===== src/rtl/ctrl_pkg.sv =====
// rtl/ctrl_pkg.sv - shared types and constants for the 50 MHz packer and 2 MHz reader
package ctrl_pkg;

    localparam int DATA_W_DEF     = 8;
    localparam int BYTES_PER_WORD = 4;

    typedef enum logic {
        IDLE  = 1'b0,
        SHIFT = 1'b1
    } pk_state_e;

    typedef enum logic {
        NO_WR = 1'b0,
        WR    = 1'b1
    } wr_state_e;

endpackage


===== src/rtl/shift_reg_sipo.sv =====
// rtl/shift_reg_sipo.sv - serial-in/parallel-out shift register with enable
module shift_reg_sipo #(
    parameter int DATA_W    = 8,
    parameter bit MSB_FIRST = 1'b1
) (
    input  logic              clk,
    input  logic              reset_n,
    input  logic              en_i,
    input  logic              bit_i,
    output logic [DATA_W-1:0] data_o,
    output logic [DATA_W-1:0] data_next_o
);

    logic [DATA_W-1:0] sr_q;
    logic [DATA_W-1:0] sr_d;

    // Next value includes the bit being sampled this cycle, so the owner can
    // capture a completed byte on the same edge that shifts its last bit in.
    always_comb begin
        sr_d = sr_q;
        if (en_i) begin
            if (MSB_FIRST) begin
                sr_d = {sr_q[DATA_W-2:0], bit_i};
            end else begin
                sr_d = {bit_i, sr_q[DATA_W-1:1]};
            end
        end
    end

    // Shift register state.
    always_ff @(posedge clk) begin
        if (!reset_n) begin
            sr_q <= '0;
        end else begin
            sr_q <= sr_d;
        end
    end

    assign data_o      = sr_q;
    assign data_next_o = sr_d;

endmodule


===== src/rtl/ctrl_50mhz_packer.sv =====
// rtl/ctrl_50mhz_packer.sv - deserializes a gated bit stream into bytes and writes them to the CDC FIFO
module ctrl_50mhz_packer
    import ctrl_pkg::*;
#(
    parameter int DATA_W    = DATA_W_DEF,
    parameter bit MSB_FIRST = 1'b1
) (
    input  logic              clk,
    input  logic              reset_n,
    input  logic              data_ena,
    input  logic              serial_data,
    input  logic              full,
    input  logic              clr_overrun,
    output logic              wr,
    output logic [DATA_W-1:0] wr_data,
    output logic              overrun
);

    localparam int              CNT_W   = $clog2(DATA_W);
    localparam logic [CNT_W-1:0] CNT_MAX = CNT_W'(DATA_W - 1);

    pk_state_e         state_q, state_d;
    wr_state_e         wr_q, wr_d;
    logic [CNT_W-1:0]  cnt_q, cnt_d;
    logic [DATA_W-1:0] wr_data_q, wr_data_d;
    logic              overrun_q, overrun_d;

    logic [DATA_W-1:0] sr_data;
    logic [DATA_W-1:0] sr_next;
    logic              complete;

    shift_reg_sipo #(
        .DATA_W    (DATA_W),
        .MSB_FIRST (MSB_FIRST)
    ) u_sipo (
        .clk         (clk),
        .reset_n     (reset_n),
        .en_i        (data_ena),
        .bit_i       (serial_data),
        .data_o      (sr_data),
        .data_next_o (sr_next)
    );

    // The register contents are only consumed through the next-value port.
    logic unused_sr;
    assign unused_sr = ^sr_data;

    assign complete = data_ena && (cnt_q == CNT_MAX);

    // Next-state: bit counter, framing FSM, write pending and sticky overrun.
    always_comb begin
        state_d   = state_q;
        cnt_d     = cnt_q;
        wr_d      = NO_WR;
        wr_data_d = wr_data_q;
        overrun_d = overrun_q;

        // Any gap in data_ena drops the partial byte so the next packet is aligned.
        if (!data_ena || complete) begin
            cnt_d = '0;
        end else begin
            cnt_d = cnt_q + 1'b1;
        end

        case (state_q)
            IDLE:    if (data_ena && !complete) state_d = SHIFT;
            SHIFT:   if (!data_ena || complete) state_d = IDLE;
            default: state_d = IDLE;
        endcase

        // wr_data is refreshed even for a dropped byte; only the strobe is withheld.
        if (complete) begin
            wr_data_d = sr_next;
            if (!full) begin
                wr_d = WR;
            end
        end

        // A new drop beats a clear arriving in the same cycle.
        if (complete && full) begin
            overrun_d = 1'b1;
        end else if (clr_overrun) begin
            overrun_d = 1'b0;
        end
    end

    // State registers.
    always_ff @(posedge clk) begin
        if (!reset_n) begin
            state_q   <= IDLE;
            cnt_q     <= '0;
            wr_q      <= NO_WR;
            wr_data_q <= '0;
            overrun_q <= 1'b0;
        end else begin
            state_q   <= state_d;
            cnt_q     <= cnt_d;
            wr_q      <= wr_d;
            wr_data_q <= wr_data_d;
            overrun_q <= overrun_d;
        end
    end

    assign wr      = (wr_q == WR);
    assign wr_data = wr_data_q;
    assign overrun = overrun_q;

endmodule


===== config.mk =====
export PLATFORM = sky130hd
export DESIGN_NAME = ctrl_50mhz_packer
export DESIGN_NICKNAME = d
export VERILOG_FILES = /design/src/rtl/ctrl_pkg.sv /design/src/rtl/shift_reg_sipo.sv /design/src/rtl/ctrl_50mhz_packer.sv
export SDC_FILE = /design/constraint.sdc
export NUM_CORES = 1
export LEC_CHECK = 0
export ABC_AREA = 1
export ABC_CLOCK_PERIOD_IN_PS = 1950
export CAP_MARGIN = 15
export CORE_MARGIN = 3
export CORE_UTILIZATION = 36
export CTS_CLUSTER_DIAMETER = 50
export DETAILED_ROUTE_END_ITERATION = 7
export GPL_ROUTABILITY_DRIVEN = 0
export GPL_TIMING_DRIVEN = 0
export PLACE_DENSITY = 0.68
export SLEW_MARGIN = 25
export SYNTH_ARGS = -nofsm -noshare
export SYNTH_HDL_FRONTEND = slang
export SYNTH_SLANG_ARGS = --single-unit
export TNS_END_PERCENT = 10

===== constraint.sdc =====
create_clock -name clk -period 1.95 [get_ports clk]
set_input_delay 0.585 -clock clk [delete_from_list [all_inputs] [get_ports clk]]
set_output_delay 0.585 -clock clk [all_outputs]
set_load 0.02 [all_outputs]

==> results of run 1 <==
cell type report:
class	instances	area (µm²)
Sequential cell	20	400.4
Inverter	13	48.80
Buffer	3	23.77
Clock buffer	4	36.28
Tap cell	25	31.28
Timing Repair Buffer	15	150.1
Fill cell	177	885.9
Multi-Input combinational cell	65	281.5
cell usage after synthesis:
cell type,instances
nand2_1,26
nor2_1,22
dfxtp_1,20
inv_1,12
a21oi_1,8
nand3_1,3
ha_1,2
o21ai_0,2
buf_2,1
buf_4,1
buf_6,1
inv_2,1
nand2_2,1
nor3_1,1
state kept, by name (all words and copies together), names as in the netlist:
| signal | count |
|---|---|
| cnt_q | 3 |
| overrun | 1 |
| wr | 1 |
| wr_data | 8 |
| u_sipo.data_o | 7 |
cell usage in the layout (no fill, tap or decap):
master	instances
buf_6	1
dfxtp_1	20
nor2_1	22
inv_2	1
o21ai_0	2
nand2_1	26
inv_1	12
nand3_1	3
buf_2	1
clkbuf_4	3
buf_4	1
ha_1	2
clkbuf_8	1
clkdlybuf4s50_1	15
nor3_1	1
nand2_2	1
a21oi_1	8
power by group through the flow:
stage                     sequential (µW)  combinational [µW]  clock, µW
after floorplan                       427                20.0          0
after detailed placement              428                37.6          0
after CTS                             419                37.8        245
after global routing                  420                43.1        258
final                                 419                37.9        239
after global placement                428                37.1          0
per-stage QoR:
step	cell area (µm²)	instances	setup WS (ns)	power [µW]
2_1_floorplan	754.5	101	0.7586	447.0
3_3_place_gp	935.9	141	0.2363	464.7
3_5_place_dp	935.9	141	0.2183	465.7
4_1_cts	972.2	145	0.1019	702.0
5_1_grt	972.2	145	0.05375	721.0
6_report	972.2	145	0.1138	696.0
worst max-delay path by stage:
stage | cells past startpoint | endpoint | slack (ns) | start
floorplan | 7 | wr_data[3] | 0.76 | cnt_q[0]
detailed placement | 5 | wr_data[4] | 0.22 | data_ena
global route | 1 | wr_data[4] | 0.05 | wr_data[4]
global placement | 5 | wr_data[4] | 0.24 | data_ena
finish | 1 | wr_data[6] | 0.11 | wr_data[6]
CTS | 1 | wr_data[7] | 0.10 | wr_data[7]
cells by family (layout without fill, tap and decap cells):
group | after synthesis | after routing | synth area share
simple gates | 53 | 53 | 0.2736
buf+inv | 16 | 35 | 0.09617
compound gates | 10 | 10 | 0.06634
flops | 20 | 20 | 0.5307
fa+ha+maj | 2 | 2 | 0.03316
routing by layer:
layer	vias up	wire, µm
li1	342	-
met3	2	70
met2	15	592
met4	0	4
met5	-	0
met1	282	660
==> out/results.ini, run 1 <==
[clock_tree]
clk_path_buf_depth = 2
cts_buffers = 3
clk_pin_slew_worst_paths_ns = 0.11
cts_resized = 0
htree_levels = 1
cts_sinks = 20
post-cts-setup-buffers = 0
cts_tree = done
clk_latency_ns = 0.30
clock_tree.root_cell = clkbuf_4
postCtsHoldBufs = 0

[synthesis]
synth_area_um2 = 754.5
synth-seq-cells = 20
synthTopCellsByArea = dfxtp_1 (53%), nand2_1 (13%), nor2_1 (11%)
synthDominantCellAreaShare = 0.5307
syn_nets = 109
synth_area_leader_cell = dfxtp_1
ys_types = 14
ys_seq_area_frac = 0.5307
synth_warnings = 0
synth_area_per_cell_um2 = 7.470
synthesis.instances = 101

[cells_and_area]
final_util = 0.5232
n_antenna_cell = 0
area_growth_pct = 28.86
drive_above_1_share = 0.07500
nets = 129

[critical_path]
max_stage_delay_ns = 0.61
r2r_end = wr_data[4]
critPathLaunchType = register
cp_slowest_cell = clkdlybuf4s50_1
worstPathMaxFanout = 2
cp_top_family = buffers and inverters
path_buf_inv = 1
r2r_slack_ns = 0.64
path_class = register to output port
crit_chain = clkdlybuf4s50_1
crit_arrival_ns = 1.25
end_kind = output port
required_ns = 1.36
worst_r2r_path_depth = 6
r2r-start = cnt_q[0]

[timing]
fin_hold_ws_ns = 0.4295
final_hold_viol_count = 0
slew_viol_final = 0
tightest_slew_ns = 0.2496
rsz0062_at_grt = false
clock_skew_ns = 0.003278
fin_crit_sh = 0.9416
max_freq_mhz = 544.6
finalCriticalPeriod_ns = 1.836
slew_headroom = 0.8336
finalSetupViolCount = 0
tns_ns = 0

[detailed_routing]
viasPerCell = 4.421
drc = 0
drt-initial-drc-count = 7
dr.pass1.iters = 4
num_vias = 641
drtAntennaViolNets = 0
wl_per_cell_um = 9.145
routed_wirelength_mm = 1.326

[floorplan]
rows = 15
initial_utilization = 0.4061
ios = 16
fp.coreArea_um2 = 1858
fp.dieH_um = 51.78
floorplan.die_area_um2 = 2681
die_x_um = 51.78

[global_route]
met3_usage = 0.05158
grt_overflow = 0
use_met1 = 0.1480
grt_max_degree = 12
grt_pass1_wl_mm = 2.387
busiest_layer = met2
grt_usage = 0.1180
antenna_found_initial = 0
grt_use_met2 = 0.1928
grt_pass1_vias = 577

[place]
dp_hpwl_um = 945.4
io_buffers = 15

[pwr]
ir_worst_vdd_v = 0.0006026
sw_frac_of_total = 0.2158
p_seq_frac = 0.602
p_clk_frac = 0.344
p_sw_uw = 150.2
cell_internal_pwr_uw = 545.8
p_comb_frac = 0.054
cellLeakagePower_uw = 0.0004392
cellPowerDensity_nw_per_um2 = 715.9

[worst_hold_path]
hp-class = register to register
holdPathEnd = cnt_q[0]
hp-start = cnt_q[0]
min_path_cells = 1

[job]
max-cap-violations = 0

[status]
status = finished, final reports clean

No activity file was read; power rests on OpenSTA's default activity.
==> inputs of run 2 (changes only) <==
Settings changed: SLEW_MARGIN 25 to default.
==> results of run 2 <==
The final DEF is identical to that of run 1; final timing and power are the same.
